$ cat src/rtl/rr_mux8_collector.sv
// rr_mux8_collector: 8:1 round-robin valid/ready collector with registered tagged output; RR_MUX_CNT_EN adds xfer_cnt
module rr_mux8_collector #(
  parameter int DATA_W = 8
) (
  input  logic              clk,
  input  logic              rst,
  input  logic [7:0]        ch_valid,
  input  logic [8*DATA_W-1:0] ch_data,
  output logic [7:0]        ch_ready,
  output logic              out_valid,
  output logic [DATA_W-1:0] out_data,
  output logic [2:0]        out_sel,
  input  logic              out_ready
`ifdef RR_MUX_CNT_EN
  ,
  output logic [15:0]       xfer_cnt
`endif
);
  logic [2:0] ptr, g, idx;
  logic load, any;
  always_comb begin
    g = ptr;
    idx = ptr;
    for (int k = 7; k >= 0; k--) begin
      idx = ptr + 3'(k);
      g = ch_valid[idx] ? idx : g;
    end
    load = !out_valid | out_ready;
    any = |ch_valid;
    ch_ready = (!rst && load && any) ? 8'd1 << g : 8'd0;
  end
  always_ff @(posedge clk) begin
    if (rst) begin
      out_valid <= 1'b0;
      out_data <= '0;
      out_sel <= 3'd0;
      ptr <= 3'd0;
    end else if (load) begin
      out_valid <= any;
      if (any) begin
        out_data <= ch_data[g*DATA_W +: DATA_W];
        out_sel <= g;
        ptr <= g + 3'd1;
      end
    end
  end
`ifdef RR_MUX_CNT_EN
  always_ff @(posedge clk) begin
    if (rst) xfer_cnt <= 16'd0;
    else if (out_valid && out_ready) xfer_cnt <= xfer_cnt + 16'd1;
  end
`endif
endmodule
$ cat config.mk
export PLATFORM = sky130hd
export DESIGN_NAME = rr_mux8_collector
export DESIGN_NICKNAME = d
export VERILOG_FILES = /design/src/rtl/rr_mux8_collector.sv
export SDC_FILE = /design/constraint.sdc
export NUM_CORES = 1
export LEC_CHECK = 0
export ABC_AREA = 0
export BUFFER_PORTS_ARGS = -buffer_cell sky130_fd_sc_hd__buf_2
export CORE_UTILIZATION = 30
export DETAILED_ROUTE_END_ITERATION = 8
export PLACE_DENSITY_LB_ADDON = 0.08
export SYNTH_ARGS = -nofsm -noshare
export SYNTH_HDL_FRONTEND = slang
export SYNTH_SLANG_ARGS = --single-unit
$ cat constraint.sdc
create_clock -name clk -period 3.6 [get_ports clk]
set_input_delay 0.18 -clock clk [delete_from_list [all_inputs] [get_ports clk]]
set_output_delay 0.18 -clock clk [all_outputs]
set_load 0.05 [all_outputs]
Word-level counts from Yosys, hierarchy flattened
Cells that the tools add are included.
{ "word_totals": {"out_inout_bits": 20, "elab_cells": 54, "input_bits": 75, "ff_bits": 15} }
{ "classes": {"n_addsub": 8, "bitwise_logic": 1, "n_mux": 25, "magnitude_cmp": 8, "shifts": 2, "reduce_logical": 6} }
{ "op_table": {"columns": ["operator", "count"], "rows": [
  ["$shiftx 64x7->8", 1],
  ["$lt 3x4->1 const B", 8],
  ["$bmux 1 s3", 8],
  ["$mux 3", 8],
  ["$add 3x3->3 const B", 4],
  ["$mux 1", 8],
  ["$mux 8", 1],
  ["$reduce_or 8->1", 1],
  ["$shl 1x3->8 const A", 1],
  ["$add 3x1->3 const B", 2],
  ["$add 3x2->3 const B", 2],
  ["$logic_and 1x1->1", 2],
  ["$logic_not 1->1", 2],
  ["$reduce_and 2->1", 1],
  ["$or 1x1->1", 1]
]} }

Depth between registers and ports, before layout
Gate-level depths: netlist of the first run.
{ "logic_depth": {"word_depth": 13, "ltp_mapped": 16, "mapped_depth_nobuf": 12} }

Worst setup path before layout of the first run
Ideal clock, no wire load.
{ "synth_path": {"kind": "reg2out", "startpoint": "register ptr[1]", "endpoint": "output ch_ready[2]", "slack_ns": -0.838, "arrival_time_ns": 4.258, "required_ns": 3.420, "path_stages_with_launch": 14, "path_buffers": 3, "cell_sequence": "dfxtp_1 -> buf_2 -> buf_2 -> clkinv_1 -> ha_1 -> clkbuf_1 -> mux4_1 -> mux2_2 -> o211a_1 -> o31ai_2 -> nand4_1 -> a41o_1 -> nand2b_1 -> nor3_1"} }
{ "synth_between": {"elab_chain_cells": 13, "word_cells_on_any_way": 33, "cone_classes": "add/sub (7); shift (1); mux (25)"} }
{ "synth_lines": {"columns": ["item", "line", "rtl"], "rows": [
  ["from (decl)", "19", "logic [2:0] ptr, g, idx;"],
  ["from (signal assigned)", "43", "ptr <= g + 3'd1;"],
  ["$add 3x3->3", "25", "idx = ptr + 3'(k);"],
  ["$bmux 1 s3", "26", "g = ch_valid[idx] ? idx : g;"],
  ["$mux 1 (implied by the code)", "26", null],
  ["$mux 3 (7 in a row)", "26", null],
  ["$mux 3 (*)", "26", null],
  ["$shl 1x3->8 (*)", "30", "ch_ready = (!rst && load && any) ? 8'd1 << g : 8'd0;"],
  ["$mux 8 (*)", "30", null],
  ["to (decl)", "9", "output logic [7:0] ch_ready,"]
]} }
Every way passes the cells marked *; elsewhere a longest branch is shown, timed or not. The select of a mux whose other input is x is not followed.

Worst setup path in the final report of the first run
Ends and elaborated chain as after synthesis.

==> flow_summary.ini, run 1 <==
[yosys]
yosysMostFrequentCell = mux2i_1
yosysTopAreaCellShare = 0.2867
synth_nets = 374
synth_area_mm2 = 0.002549
synth_top_cell_by_area = mux2i_1
yosys.cell_types.count = 48
synth-edff-count = 0
async_reset_ff_frac = 0
ys_warn_count = 0
yosys_most_used_dff = dfxtp_1
synth-seq-cells = 15
syn_inst = 296
synthTopCellsByArea = mux2i_1, dfxtp_1, mux4_2, a221oi_1, nor2_1
synth_common_cells = mux2i_1, nor2_1, a221oi_1, o22ai_1, dfxtp_1
syn_area_per_cell_um2 = 8.610
seq_area_frac_synth = 0.1178

[power_and_ir_drop]
ir_worst_vdd_mv = 0.3368
p_clk_frac = 0.038
sw_frac_of_total = 0.5477
power.switching_mw = 2.028
pwr-share-seq = 0.078
power_per_cell_area_mw_per_mm2 = 1126
p_int_mw = 1.675
finalPower_mw = 3.703
p_leak_nw = 1.438
comb_power_share = 0.885

[final_layout]
final_layout_size_suffix_gt1_frac = 0.3912
fin_nets = 465
fillers = 855
n_antenna_cell = 0
syn2layout_area_growth_pct = 29.01
stdcell_count = 491
seqCellArea_um2 = 301.5
multi_input_area_mm2 = 0.002155

[floorplanning]
core_region_area_mm2 = 0.008217
start_util = 0.3102
io_pins = 95
die_h_um = 94.17
rows = 33
die_w_um = 94.17
die_area_mm2 = 0.008868

[placed_design]
io_buffers = 94
place_hpwl_um = 6119
dp_cells = 484
pre_cts_slack_ps = 254.2
routabilityCongestion = 0.8757

[drt]
firstDrtPassIters = 6
totalWireLength_um = 7953
viasPerCell = 5.556
routedWlPerCell_um = 16.20
ant_nets = 0
drc = 0
drt_iter0_drc = 119
vias = 2728

[sta]
relSlewSlack = 0.5201
setup_viol_count_final = 0
period_minus_slack_ps = 3449
maxSlewViolCount = 0
worst_slew_pin_slew_ps = 719.8
timing.final.ws_setup_ps = 150.6
fmax_mhz = 289.9
finClkSkew_ps = 1.539
hold_viol = 0
period_share = 0.9582

[global_routing]
grt_pass1_vias = 2363
overflow = 0
grt_max_degree = 38
grt_pass1_wl_um = 12100
antenna_found_initial = 0
grt_use_total = 0.1716

[min_path]
min_path_type = primary input to flop

[clock_tree]
clk_latency_ps = 250
cts_root_buf = clkbuf_8
cts_sinks = 15
cts-buffers-inserted = 3
tritoncts = done
clk_pin_slew_ps = 60
ctsHoldBuffers = 0
ctsLongestPathBuffers = 2
h-tree-depth = 1

[worst_setup_path]
critPathTopFamily = compound AO/OA/AOI/OAI gates
path_cells = clkinv_2 > ha_2 > mux4_2 > mux2_2 > o211a_1 > o31ai_2 > nand4_1 > a41o_2 > nand2b_2 > nor3_4 > buf_6
end_kind = output pin
path_max_fanout = 7
crit_path_start_kind = flop
critPathBufInv = 2
crit_type = flop to output pin
slowest_stage = ha_2
cp_slowest_stage_delay_ps = 380
arrival_ps = 3270
cp_data_required_time_ps = 3420

[run_status]
status = finished, final reports clean

[run]
maxCapViolCount = 0
state kept, by name (all words and copies together) (netlist names):
register,cells
out_data,8
ptr,3
out_valid,1
out_sel,3
power groups by stage:
stage	clock, mW	combinational, mW	sequential (mW)
after floorplan	0	2.40	0.460
after global placement	0	3.21	0.291
after detailed placement	0	3.22	0.292
after CTS	0.146	3.23	0.288
after global routing	0.153	3.54	0.297
final	0.140	3.28	0.288
layout make-up:
class	count	share of cell area
Tap cell	105	0.03995
Sequential cell	15	0.09170
Clock buffer	4	0.01370
Timing Repair Buffer	112	0.1922
Multi-Input combinational cell	249	0.6553
Inverter	6	0.007230
worst min-delay path: stages:
cell,delay [ps]
buf_2,70
nand2b_1,100
a21oi_1,60
cell usage in the layout, fill, tap and decap left out, types with 6 or more instances in the layout:
| cell | count |
|---|---|
| buf_2 | 90 |
| mux2i_1 | 73 |
| nor2_1 | 29 |
| a221oi_1 | 18 |
| buf_4 | 18 |
| o22ai_1 | 17 |
| nand2_1 | 14 |
| dfxtp_1 | 14 |
| mux4_2 | 9 |
| o221a_1 | 8 |
| a21oi_1 | 7 |
| mux2_2 | 6 |
| nor3_1 | 6 |
stage by stage:
step           setup TNS (ps)  area (um^2)    util  hold slack, ps
2_1_floorplan               0         2621       -           378.1
3_3_place_gp                0         3196  0.3889           458.0
3_5_place_dp                0         3196  0.3889           453.7
4_1_cts                     0         3243  0.3947           204.8
5_1_grt                -1.704         3288  0.4002           212.4
6_report                    0         3288  0.4002           211.4
kinds of logic after synthesis:
| group | count (synthesis) | synth area share |
|---|---|---|
| mux | 89 | 0.4030 |
| xor+xnor | 5 | 0.01719 |
| simple gates | 71 | 0.1296 |
| compound gates | 81 | 0.2509 |
| fa+ha+maj | 3 | 0.01473 |
| flops | 15 | 0.1178 |
| buf+inv | 32 | 0.06676 |
routing by layer:
metal	global-route usage	part of all wire	vias to the layer above
li1	-	-	1344
met1	0.2504	0.49	1281
met2	0.2627	0.45	101
met3	0.03883	0.061	2
met4	0.01538	0.0034	0
met5	0	0	-
timing repair:
action / 4_1_cts / 5_1_grt
endpoints found under the setup margin: 1 / 8
gates resized for setup: 1 / 9
buffers inserted: 0 / 3
path summary, 6_finish.rpt:
check	start	end	slack [ps]	cells after the start
min	out_ready	out_valid	210	3
max	ptr[1]	ch_ready[2]	150	11
max reg2reg	ptr[1]	out_data[1]	330	10
min reg2reg	out_sel[1]	out_sel[1]	460	2
Power figures use the tool's default switching activity.
==> inputs of run 2 (changes only) <==
CORE_MARGIN = 2   (was unset)
RECOVER_POWER = 50   (was unset)
==> run 2 against run 1 <==
Net effect:
- flip-flop and latch count stayed put
- critical path depth stayed put
- sequential power hardly changed
- largest cell class unchanged
- largest power group unchanged
==> flow_summary.ini, run 2 (same netlist as run 1, synthesis figures left out) <==
[clock_tree]
tritoncts = done
clk_pin_slew_ps = 70
cts-buffers-inserted = 3
ctsLongestPathBuffers = 2
cts_sinks = 15
h-tree-depth = 1
cts_root_buf = clkbuf_8
clk_latency_ps = 260

[final_layout]
layout_commonest_cell = buf_2
n_antenna_cell = 0
final_layout_size_suffix_gt1_frac = 0.3669
largest_reg_flops = 8
syn2layout_area_growth_pct = 29.65
max_flop_register = out_data
final_cell_mix = buf_2, mux2i_1, nor2_1
reg.largest.list = out_data x8, out_sel x3, ptr x3
fin_nets = 466

[worst_setup_path]
critPathTopFamily = compound AO/OA/AOI/OAI gates
cp_slowest_stage_delay_ps = 370
path_cells = clkinv_2 > ha_4 > mux4_2 > mux2_2 > o211a_1 > o31ai_2 > nand4_1 > a41o_2 > nand2b_4 > nor3_4 > buf_4
arrival_ps = 3260
path_max_fanout = 9
crit_type = flop to output pin
end_kind = output pin
critPathBufInv = 2
cp_data_required_time_ps = 3420
slowest_stage = mux4_2
crit_path_start_kind = flop

[global_routing]
antenna_found_initial = 0
grt.met1_usage = 0.2529
grtUsageMet3 = 0.02662
met2_usage = 0.2546
grt_max_degree = 38
busiest_layer = met2
grt_pass1_wl_um = 12400
grt_pass1_vias = 2440
overflow = 0
grt_use_total = 0.1678

[drt]
firstDrtPassIters = 4
routedWlPerCell_um = 16.66
vias = 2777
drt_iter0_drc = 152
viasPerCell = 5.644
drc = 0
totalWireLength_um = 8195
ant_nets = 0

[floorplanning]
die_h_um = 96.17
die_w_um = 96.17
die_area_mm2 = 0.009249
core_region_area_mm2 = 0.008217
io_pins = 95
rows = 33
start_util = 0.3102

[sta]
period_share = 0.9542
maxSlewViolCount = 0
tns_ps = 0
relSlewSlack = 0.5013
hold_viol = 0
setup_viol_count_final = 0
finClkSkew_ps = 6.532
fmax_mhz = 291.1
period_minus_slack_ps = 3435
worst_hold_slack_ps = 217.9
timing.final.ws_setup_ps = 164.8
worst_slew_pin_slew_ps = 748.0

[power_and_ir_drop]
power_per_cell_area_mw_per_mm2 = 1132
ir_worst_vdd_mv = 0.3578
p_leak_nw = 1.404

[placed_design]
io_buffers = 94
pre_cts_slack_ps = 197.5
place_hpwl_um = 6238
routabilityCongestion = 0.8556

[min_path]
min_path_type = primary input to flop

[run]
maxCapViolCount = 0

[run_status]
status = finished, final reports clean
-- run 2: path summary, 6_finish.rpt --
check	from	end	slack, ps	depth (start not counted)
setup / recovery	ptr[1]	ch_ready[2]	160	11
hold / removal	out_ready	out_valid	220	3
setup reg to reg	ptr[1]	out_data[5]	300	10
hold reg to reg	out_sel[1]	out_sel[1]	480	2
-- run 2: layout make-up --
| class | count | area, um^2 |
|---|---|---|
| multi-input combinational | 249 | 2180 |
| clock inverter | 1 | 7.507 |
| tap | 105 | 131.4 |
| inverter | 6 | 23.77 |
| fill | 859 | 4912 |
| clock buffer | 3 | 41.29 |
| sequential | 15 | 301.5 |
| timing repair buffer | 113 | 619.3 |
-- run 2: worst reg2reg max path, cell delays in order, from the launching register on --
cell and delay, ps:
dfxtp_1 350, buf_4 260, ha_1 330, xor2_2 250, mux2_2 410, a21oi_2 160
nand2_1 130, o31ai_4 640, a221oi_1 210, mux2i_1 280, o221a_1 220
-- run 2: routing by layer --
metal | part of all wire | routed length, um | vias to the layer above
li1 | - | - | 1349
met1 | 0.49 | 4024 | 1328
met2 | 0.44 | 3637 | 96
met3 | 0.058 | 473 | 4
met4 | 0.0072 | 59 | 0
met5 | 0 | 0 | -
-- run 2: repair_timing --
action / in CTS / in global routing
pin swaps: 0 / 0
cloned: 0 / 0
resized for setup: 4 / 7
buffers inserted: 0 / 5
endpoints found under the setup margin: 5 / 11
hold buffers: 0 / 0
-- run 2: per-stage QoR --
step	utilization	power, mW	cell area, um^2	std cells
after global routing	0.4022	4.015	3304	492
after CTS	0.3961	3.673	3254	487
after floorplan	-	2.856	2621	296
after detailed placement	0.3880	3.494	3188	483
after global placement	0.3880	3.494	3188	483
final	0.4022	3.741	3304	492
-- run 2: power breakdown --
| group | internal [mW] | switching, mW | total, mW |
|---|---|---|---|
| registers | 0.238 | 0.0487 | 0.286 |
| clock network | 0.0779 | 0.0683 | 0.146 |
| logic | 1.37 | 1.94 | 3.31 |
